$ cat src/rtl/vga_timing_gen.sv
// Purpose : free-running 640x480@60 VGA raster timing: scan coordinates,
//           visible-region flag, delayed active-low syncs, line/frame strobes.
// Latency : DrawX/DrawY/blank/line_start/frame_start registered together;
//           hs/vs trail the coordinates they describe by SYNC_DELAY cycles.
// Backpressure: none, the raster free-runs on every vga_clk edge.
//
// Ports:
//   vga_clk     in   1  pixel clock, all state on posedge
//   reset       in   1  asynchronous, active-high
//   DrawX       out 10  horizontal count, 0..H_TOTAL-1
//   DrawY       out 10  vertical count, 0..V_TOTAL-1
//   blank       out  1  1 = visible pixel, 0 = blanking interval
//   hs, vs      out  1  active-low syncs, delayed SYNC_DELAY cycles
//   line_start  out  1  high while DrawX==0
//   frame_start out  1  high while DrawX==0 and DrawY==0
//   frame_count out  8  frames completed since reset, wraps 255->0
module vga_timing_gen #(
  parameter int H_VISIBLE  = 640,
  parameter int H_FP       = 16,
  parameter int H_SYNC     = 96,
  parameter int H_BP       = 48,
  parameter int V_VISIBLE  = 480,
  parameter int V_FP       = 10,
  parameter int V_SYNC     = 2,
  parameter int V_BP       = 33,
  parameter int SYNC_DELAY = 1
) (
  input  logic       vga_clk,
  input  logic       reset,
  output logic [9:0] DrawX,
  output logic [9:0] DrawY,
  output logic       blank,
  output logic       hs,
  output logic       vs,
  output logic       line_start,
  output logic       frame_start,
  output logic [7:0] frame_count
);

  localparam int H_TOTAL = H_VISIBLE + H_FP + H_SYNC + H_BP;
  localparam int V_TOTAL = V_VISIBLE + V_FP + V_SYNC + V_BP;

  if (H_TOTAL > 1024 || V_TOTAL > 1024) begin : g_bad_total
    $error("vga_timing_gen: H_TOTAL and V_TOTAL must fit a 10-bit counter");
  end
  if (SYNC_DELAY < 0 || SYNC_DELAY > 3) begin : g_bad_delay
    $error("vga_timing_gen: SYNC_DELAY must be 0..3");
  end

  localparam logic [9:0] H_LAST = 10'(H_TOTAL - 1);
  localparam logic [9:0] V_LAST = 10'(V_TOTAL - 1);

  // 11-bit bounds so a region ending exactly at 1024 still compares correctly.
  localparam logic [10:0] H_VIS_END  = 11'(H_VISIBLE);
  localparam logic [10:0] V_VIS_END  = 11'(V_VISIBLE);
  localparam logic [10:0] HS_START   = 11'(H_VISIBLE + H_FP);
  localparam logic [10:0] HS_END     = 11'(H_VISIBLE + H_FP + H_SYNC);
  localparam logic [10:0] VS_START   = 11'(V_VISIBLE + V_FP);
  localparam logic [10:0] VS_END     = 11'(V_VISIBLE + V_FP + V_SYNC);

  // The first edge after reset only loads position (0,0) into the outputs;
  // counting starts on the edge after that, so that cycle shows the origin.
  logic       run;

  logic [9:0] hc_nxt;
  logic [9:0] vc_nxt;
  logic [7:0] fc_nxt;
  logic [10:0] hc_ext;
  logic [10:0] vc_ext;
  logic       hs_raw;
  logic       vs_raw;

  // Stage 0 is registered alongside DrawX/DrawY; stages 1..SYNC_DELAY add
  // the alignment delay for the renderers' registered colour path.
  logic [SYNC_DELAY:0] hs_pipe;
  logic [SYNC_DELAY:0] vs_pipe;

  always_comb begin
    hc_nxt = DrawX;
    vc_nxt = DrawY;
    fc_nxt = frame_count;
    if (!run) begin
      hc_nxt = 10'd0;
      vc_nxt = 10'd0;
    end else if (DrawX == H_LAST) begin
      hc_nxt = 10'd0;
      if (DrawY == V_LAST) begin
        vc_nxt = 10'd0;
        fc_nxt = frame_count + 8'd1;
      end else begin
        vc_nxt = DrawY + 10'd1;
      end
    end else begin
      hc_nxt = DrawX + 10'd1;
    end
  end

  // Flags are decoded from the next position so they land in the same
  // cycle as the coordinates they describe.
  always_comb begin
    hc_ext = {1'b0, hc_nxt};
    vc_ext = {1'b0, vc_nxt};
    hs_raw = !((hc_ext >= HS_START) && (hc_ext < HS_END));
    vs_raw = !((vc_ext >= VS_START) && (vc_ext < VS_END));
  end

  always_ff @(posedge vga_clk or posedge reset) begin
    if (reset) begin
      run         <= 1'b0;
      DrawX       <= 10'd0;
      DrawY       <= 10'd0;
      blank       <= 1'b0;
      line_start  <= 1'b0;
      frame_start <= 1'b0;
      frame_count <= 8'd0;
    end else begin
      run         <= 1'b1;
      DrawX       <= hc_nxt;
      DrawY       <= vc_nxt;
      blank       <= (hc_ext < H_VIS_END) && (vc_ext < V_VIS_END);
      line_start  <= (hc_nxt == 10'd0);
      frame_start <= (hc_nxt == 10'd0) && (vc_nxt == 10'd0);
      frame_count <= fc_nxt;
    end
  end

  // Whole pipeline presets to idle-high so no partial pulse survives reset.
  always_ff @(posedge vga_clk or posedge reset) begin
    if (reset) begin
      hs_pipe <= '1;
      vs_pipe <= '1;
    end else begin
      hs_pipe[0] <= hs_raw;
      vs_pipe[0] <= vs_raw;
      for (int i = 1; i <= SYNC_DELAY; i++) begin
        hs_pipe[i] <= hs_pipe[i-1];
        vs_pipe[i] <= vs_pipe[i-1];
      end
    end
  end

  assign hs = hs_pipe[SYNC_DELAY];
  assign vs = vs_pipe[SYNC_DELAY];

endmodule

$ cat config.mk
export PLATFORM = sky130hd
export DESIGN_NAME = vga_timing_gen
export DESIGN_NICKNAME = d
export VERILOG_FILES = /design/src/rtl/vga_timing_gen.sv
export SDC_FILE = /design/constraint.sdc
export NUM_CORES = 1
export LEC_CHECK = 0
export ABC_AREA = 1
export CAP_MARGIN = 20
export CORE_MARGIN = 4
export CORE_UTILIZATION = 48
export DETAILED_ROUTE_END_ITERATION = 6
export PLACE_DENSITY_LB_ADDON = 0.25
export SYNTH_ARGS = -nofsm -noshare
export SYNTH_HDL_FRONTEND = slang
export SYNTH_SLANG_ARGS = --single-unit
export TNS_END_PERCENT = 50
$ cat constraint.sdc
create_clock -name vga_clk -period 1.5 [get_ports vga_clk]
set_input_delay 0.15 -clock vga_clk [delete_from_list [all_inputs] [get_ports vga_clk]]
set_output_delay 0.15 -clock vga_clk [all_outputs]
set_load 0.01 [all_outputs]
Word-level counts from Yosys, hierarchy flattened
Cells that the tools add are included.
- word-level logic and storage cells: 34
- RAM bits: 0
- output and inout port bits: 33
- input port bits: 2
- latch bits: 0
- register bits: 36
- memory bits (read-only): 0
- memories: 0
- reductions and logical operators: 9
- $mul: 0
- mux-type cells: 5
- shift operators: 0
- add/subtract/negate cells: 3
- div/mod/pow operators: 0
- bitwise operators: 0
- $lt $le $gt $ge: 6
- equality and inequality tests: 2
- operators by type and width (cell ; count):
    $mux 10 ; 5
    $add 10x1->10 const B ; 2
    $eq 10x10->1 const B ; 2
    $logic_not 10->1 ; 2
    $lt 10x10->1 const B ; 2
    $lt 10x9->1 const B ; 2
    $ge 10x10->1 const B ; 1
    $ge 10x9->1 const B ; 1
    $add 8x1->8 const B ; 1
    $logic_and 1x1->1 ; 4
    $reduce_and 3->1 ; 1
    $logic_not 1->1 ; 2

Longest topological paths before layout
Gate-level depths: netlist of run 1.
- word-level depth: 7
- depth in mapped cells: 13
- gate-level depth less buffers: 13

Least setup slack after synthesis of run 1
OpenSTA, ideal clock, no wires.
- path kind: register to register
- from: register DrawX[0]
- to: register frame_count[7]
- buffers on the path: 0
- clock period less this slack: 1656 ps
- cell stages (with the launch flop): 10
- slack: -156 ps
- arrival: 1531 ps
- required time: 1376 ps
- library setup time: 124 ps
- cell sequence: dfrtp_1 -> ha_1 -> nand2_4 -> nor2_8 -> nand2_4 -> nor2_4 -> nand2_4 -> nor2_4 -> nand3_1 -> xnor2_1
- longest elaborated chain between the ends: 2
- RTL lines (element ; RTL line ; text):
    from (decl) ; 30 ; output logic [9:0] DrawX,
    from (signal assigned) ; 118 ; DrawX <= hc_nxt;
    $eq 10x10->1 ; 85 ; end else if (DrawX == H_LAST) begin
    $reduce_and 3->1 (no source line) ; -- ;
    to (signal assigned) ; 123 ; frame_count <= fc_nxt;
    to (decl) ; 37 ; output logic [7:0] frame_count
No other way between the ends.
A chain may end at the register's enable or synchronous reset.

Worst setup path after layout of run 1
- from: register DrawX[0]
- to: register blank
- longest elaborated chain between the ends: 5
- elaborated cells on any way between the ends: 9
- those cells by class: add/sub (1); order compare (2); eq/ne (1); mux (4); reduce/logical (1)
- RTL lines (element ; RTL line ; text):
    $eq 10x10->1 ; 85 ;
    $mux 10 ; 85 ;
    $mux 10 ; 82 ; if (!run) begin
    named net vc_nxt[6] ; 66 ; logic [9:0] vc_nxt;
    $lt 10x9->1 ; 120 ; blank <= (hc_ext < H_VIS_END) && (vc_ext < V_VIS_END);
    $logic_and 1x1->1 ; 120 ;
    to (signal assigned) ; 120 ;
    to (decl) ; 32 ; output logic blank,
The timed path passes the listed nets, and every way through them passes these cells.

==> results of run 1 <==
## per-layer routing
layer / up-vias / track usage [%] / share of wire [%]
li1: 1037 / - / -
met1: 1071 / 30.99 / 40
met2: 119 / 39.71 / 49
met3: 33 / 5.207 / 6.0
met4: 0 / 8.103 / 4.2
met5: - / 0 / 0
## metrics by stage
| step | area (um^2) | hold slack (ns) | std cells | setup WS [ns] |
|---|---|---|---|---|
| floorplan | 2151 | 0.3139 | 285 | -0.09056 |
| global placement | 2860 | 0.3490 | 408 | -0.1506 |
| detailed placement | 2860 | 0.3499 | 408 | -0.1876 |
| CTS | 3143 | 0.2192 | 420 | -0.1563 |
| global route | 3383 | 0.2427 | 425 | -0.3851 |
| finish | 3383 | 0.2083 | 425 | -0.2819 |
## power by group through the flow
| stage | clock, mW | combinational (mW) | sequential [mW] |
|---|---|---|---|
| after global placement | 0 | 0.129 | 1.01 |
| final | 0.766 | 0.166 | 1.00 |
| after detailed placement | 0 | 0.131 | 1.01 |
| after global routing | 0.813 | 0.179 | 1.00 |
| after CTS | 0.770 | 0.142 | 1.00 |
| after floorplan | 0 | 0.0534 | 1.02 |
## logic make-up (layout without fill, tap and decap cells)
| kind of cell | count (synthesis) | in the layout | synth area share [%] |
|---|---|---|---|
| AOI/OAI and AO/OA | 8 | 8 | 2.113 |
| and+or+nand+nor | 169 | 169 | 38.44 |
| other | 1 | 1 | 0.1759 |
| xor gates and xnor gates | 9 | 9 | 3.697 |
| adders and majority gates | 4 | 4 | 2.348 |
| DFF | 36 | 36 | 42.49 |
| buffers and inverters | 58 | 148 | 10.74 |
## final cells by class
class | count | area, um^2 | share of cell area, %
Multi-Input combinational cell | 191 | 1320 | 39.02
Inverter | 55 | 214.0 | 6.324
Timing Repair Buffer | 86 | 774.5 | 22.89
Clock buffer | 7 | 96.34 | 2.848
Tap cell | 50 | 62.56 | 1.849
Sequential cell | 36 | 915.9 | 27.07
## cells in the final DEF, fill, tap and decap left out, types with 2 or more instances in the layout
| cell type | n |
|---|---|
| xor2_1 | 4 |
| o21ai_0 | 2 |
| ha_4 | 2 |
| nor2_4 | 17 |
| o21bai_1 | 2 |
| dfrtp_1 | 24 |
| nand3_4 | 2 |
| clkbuf_8 | 7 |
| buf_4 | 46 |
| nand2_8 | 3 |
| xnor2_1 | 3 |
| nor2_1 | 16 |
| nand2_2 | 20 |
| inv_1 | 43 |
| nor2_2 | 6 |
| dfrtp_2 | 8 |
| inv_2 | 10 |
| nand3_1 | 20 |
| buf_6 | 6 |
| nand2_4 | 3 |
| dfstp_2 | 4 |
| dlygate4sd2_1 | 7 |
| nand2_1 | 63 |
| dlymetal6s2s_1 | 8 |
| clkdlybuf4s50_1 | 18 |
| nand3_2 | 12 |
| nand4_1 | 3 |
| xnor2_2 | 2 |
## worst reg2reg max path, stage by stage, from the launching register on
cell     delay (ns)
dfrtp_1        0.42
ha_4           0.20
nand2_8        0.10
nor2_4         0.06
nand4_4        0.12
inv_4          0.07
buf_4          0.13
nand2_1        0.07
nand3_2        0.10
inv_2          0.09
nand3_2        0.09
nor2_2         0.15
nor2_1         0.06
## sequential cells by signal, summed over array words and instances (netlist names)
register	cells
vs_pipe	2
line_start	1
hs_pipe	2
DrawY	10
frame_start	1
frame_count	8
blank	1
run	1
DrawX	10
## final timing paths
| check | start | to | cells past startpoint |
|---|---|---|---|
| hold reg to reg | hs_pipe[0] | hs_pipe[1] | 0 |
| setup reg to reg | DrawX[0] | blank | 12 |
| hold / removal | reset | DrawY[6] | 3 |
| setup / recovery | DrawX[0] | blank | 12 |
| max in group asynchronous | reset | vs_pipe[0] | 3 |
| min in group vga_clk | hs_pipe[0] | hs_pipe[1] | 0 |
## timing repair
action	in CTS	in global routing
pin swaps	17	30
resized for setup	46	61
setup buffers	5	6
setup endpoints to repair	22	33
==> results.cfg, run 1 <==
[yosys]
synth_top_area_share_pct = 37.56
synthArstFlopShare_pct = 100.0
synthCells = 285
avgSynthCellArea_um2 = 7.481
synth_seq_cells = 36
ys_warn_count = 0
synthFlopType = dfrtp_1
syn_area_mm2 = 0.002132
synth_fp_nets = 291
synth_area_leaders = dfrtp_1 (38%), nand2_1 (14%), inv_1 (8.6%)
yosysMostFrequentCell = nand2_1
synth-edff-count = 0
synth_top_cell_by_area = dfrtp_1
ys_types = 28
yosysSeqAreaShare_pct = 42.49
synth_commonest_cells = nand2_1 (82), inv_1 (49), nand3_1 (33)

[sta]
finalSetupViolCount = 24
rsz0062_at_grt = true
final-hold-violation-count = 0
period_minus_slack_ns = 1.782
max_freq_mhz = 561.2
slew_viol_final = 0
min_period_over_period_pct = 118.8
finClkSkew_ns = 0.01127
tns_ns = -3.079
timing.final.ws_setup_ns = -0.2819

[placed_design]
dp_hpwl_mm = 3.920
port_buffers = 34
place_congestion = 0.9150

[critical_path]
worstSetupStartpointType = flop
slowest_stage = dfrtp_1
path_cells = ha_4 > nand2_8 > nor2_4 > nand4_4 > inv_4 > buf_4 > nand2_1 > nand3_2 > inv_2 > nand3_2 > nor2_2 > nor2_1
cpLargestDelayFamily = simple AND/OR/NAND/NOR gates
critPathKind = flop to flop
cp-end-kind = flop
critical_path_arrival_ns = 1.96
path_buf_inv = 3
required_ns = 1.68
path_common_cell = nand3_2
rrSetupSlack_ns = -0.28
path_max_fanout = 6
slowest_delay_ns = 0.42

[route]
drtAntennaViolNets = 0
routed_wl_mm = 6.849
viasPerCell = 5.318
avgRoutedWirePerCell_um = 16.12
num_vias = 2260
drc = 0
drt_first_pass_iters = 5
drt_iter0_markers = 175

[pwr]
p_clk_share_pct = 39.6
power_switching_mw = 0.4660
ir_worst_vdd_uv = 487.0
sw_frac_of_total_pct = 24.10
power_mw = 1.933
power_leakage_nw = 1.883
p_comb_share_pct = 8.6
p_int_mw = 1.467
p_seq_share_pct = 51.8
powerDensity_mw_per_mm2 = 571.4

[final_layout]
antennaDiodeCount = 0
syn_to_final_growth_pct = 58.69
fin_util_pct = 81.64
fillers = 240
nets = 381
drive_above_1_share_pct = 41.87

[clocking]
clk_latency_ns = 0.30
cts_hold_buf = 0
numCtsBuffers = 5
clockRootBuffer = clkbuf_8
cts_tree = done
h-tree-depth = 2
cts.sinks = 36
path_clk_slew_ns = 0.08
clock_path_buffers = 2

[global_routing]
grt_pass1_vias = 2165
grt_overflow = 0
grt_util_all_layers_pct = 23.90
grt_max_degree = 37
grt_pass1_wl_mm = 10.11
grt_antenna_before_repair = 0

[floorplan]
die_y_um = 74.65
start_util_pct = 51.45
num_io_pins = 35
die_w_um = 74.65
die-area_mm2 = 0.005572
rows = 23
core_mm2 = 0.004144

[worst_hold_path]
hp-class = primary input to asynchronous set/reset pin

[job]
drv_cap = 0

[status]
violations = negative setup slack
status = finished with violations
(Power assumes the default switching activity.)
==> run 2: changes to the inputs <==
- CORE_UTILIZATION: 48 -> 25
==> run 2 against run 1 <==
Net effect: worst setup slack better by 0.10 ns; register-to-register slack improved by 0.10 ns; largest cell class unchanged; critical endpoint is now frame_start; flip-flop and latch count did not move; critical path depth down 1; the flow still finishes with violations (negative setup slack); core utilization down 41 points.
==> results.cfg, run 2 (synthesis gave the netlist of run 1 again) <==
[route]
viasPerCell = 4.256
routed_wl_mm = 5.859
drc = 0
num_vias = 2098
drtAntennaViolNets = 0
avgRoutedWirePerCell_um = 11.88
drt_first_pass_iters = 6
drt_iter0_markers = 82

[global_routing]
grt_max_degree = 37
grt_util_all_layers_pct = 12.34
grt_pass1_wl_mm = 9.991
grt_overflow = 0
grt_pass1_vias = 2215
grt_antenna_before_repair = 0

[final_layout]
nets = 393
finish.instance_area_mm2 = 0.003386
reg_top3 = DrawX (10), DrawY (10), frame_count (8)
layout_commonest_cell = nand2_1
most-common-layout-cells = nand2_1 (68), buf_4 (64), inv_1 (39)
antennaDiodeCount = 0
fillers = 852
drive_above_1_share_pct = 41.24
syn_to_final_growth_pct = 58.80

[critical_path]
worstSetupStartpointType = flop
critPathKind = flop to flop
required_ns = 1.69
path_max_fanout = 6
reg2reg_from = DrawX[0]
r2r-end = frame_start
critical_path_arrival_ns = 1.87
rrSetupSlack_ns = -0.18
reg2regPathDepth = 11
cp-end-kind = flop

[pwr]
powerDensity_mw_per_mm2 = 547.6
power_leakage_nw = 1.927
ir_worst_vdd_uv = 331.5

[sta]
max_freq_mhz = 595.3
slew_viol_final = 0
final-hold-violation-count = 0
holdWs_ns = 0.2006
min_period_over_period_pct = 112.0
period_minus_slack_ns = 1.680
finClkSkew_ns = 0.009341
finalSetupViolCount = 16
timing.final.ws_setup_ns = -0.1798
rsz0062_at_grt = true

[floorplan]
die-area_mm2 = 0.01007
num_io_pins = 35
die_y_um = 100.4
rows = 33
core_mm2 = 0.008258
die_w_um = 100.4
start_util_pct = 25.82

[clocking]
cts_hold_buf = 0
h-tree-depth = 2
clk_latency_ns = 0.29
cts.sinks = 36
cts_tree = done
numCtsBuffers = 5
clock_path_buffers = 2
clockRootBuffer = clkbuf_8
path_clk_slew_ns = 0.08

[status]
violations = negative setup slack
status = finished with violations

[placed_design]
dp_slack_ns = -0.2311
port_buffers = 34
dpl_cell_area_mm2 = 0.002997
place_congestion = 0.8478
dp_hpwl_mm = 4.226

[job]
drv_cap = 0

[worst_hold_path]
hp-class = primary input to asynchronous set/reset pin
-- run 2: changes by cell type in the layout (fill, tap and decap cells not counted), moves of 4 or more --
cell | before | now
buf_4 | 46 | 64
inv_2 | 10 | 15
nand2_1 | 63 | 68
nand2_2 | 20 | 15
nor2_4 | 17 | 12
inv_1 | 43 | 39
nand3_1 | 20 | 24
nand3_2 | 12 | 8
-- run 2: cell type report --
class | instances | area (um^2) | area share (%)
Clock inverter | 3 | 21.27 | 0.6282
Multi-Input combinational cell | 191 | 1190 | 35.14
Inverter | 55 | 211.5 | 6.245
Timing Repair Buffer | 98 | 848.3 | 25.06
Clock buffer | 5 | 68.82 | 2.033
Tap cell | 105 | 131.4 | 3.880
Sequential cell | 36 | 914.6 | 27.01
-- run 2: worst max-delay path, cell delays in order (launching register included) --
cell	delay, ns
dfrtp_1	0.35
ha_2	0.21
nand2_4	0.10
nor2_4	0.12
nand4_4	0.17
buf_4	0.20
nand2_1	0.07
nand3_2	0.10
nand2_2	0.12
nor2_2	0.05
nand2_1	0.06
nor2_1	0.04
-- run 2: timing repair --
action	in CTS	in global routing
pin swaps	16	19
setup endpoints to repair	29	37
resized for setup	33	49
buffers inserted	9	4
-- run 2: power breakdown --
part | leakage, nW | internal [mW] | switching [mW]
clock network | 0.0445 | 0.330 | 0.392
logic | 1.42 | 0.0624 | 0.0738
registers | 0.462 | 0.984 | 0.0115
-- run 2: how the worst max path moves through the flow --
stage / from / to / slack (ns) / depth (start not counted)
6_report: DrawX[0] / frame_start / -0.18 / 11
5_1_grt: DrawY[1] / frame_start / -0.29 / 14
4_1_cts: DrawY[1] / frame_start / -0.19 / 12
3_5_place_dp: DrawY[0] / blank / -0.23 / 11
3_3_place_gp: DrawY[0] / frame_start / -0.21 / 12
2_1_floorplan: DrawX[0] / frame_count[7] / -0.09 / 9
-- run 2: through the flow --
step	power, mW	cells	utilization, %	TNS (ns)
after global routing	1.933	493	41.00	-3.548
after CTS	1.889	489	39.09	-2.141
after global placement	1.150	472	36.29	-1.941
final	1.854	493	41.00	-1.680
after detailed placement	1.150	472	36.29	-2.278
after floorplan	1.074	285	-	-0.4489
-- run 2: per-layer routing --
layer	routed length (um)	part of all wire [%]	vias up	global-route usage, %
li1	-	-	1065	-
met4	108	1.8	0	5.181
met5	0	0	-	0
met3	192	3.3	10	2.432
met1	2625	45	983	15.38
met2	2932	50	40	20.74
==> run 3: changes to the inputs <==
- CTS_CLUSTER_SIZE: not set -> 16
==> results of run 3 <==
Final layout, timing and power as in run 2 (identical DEF).
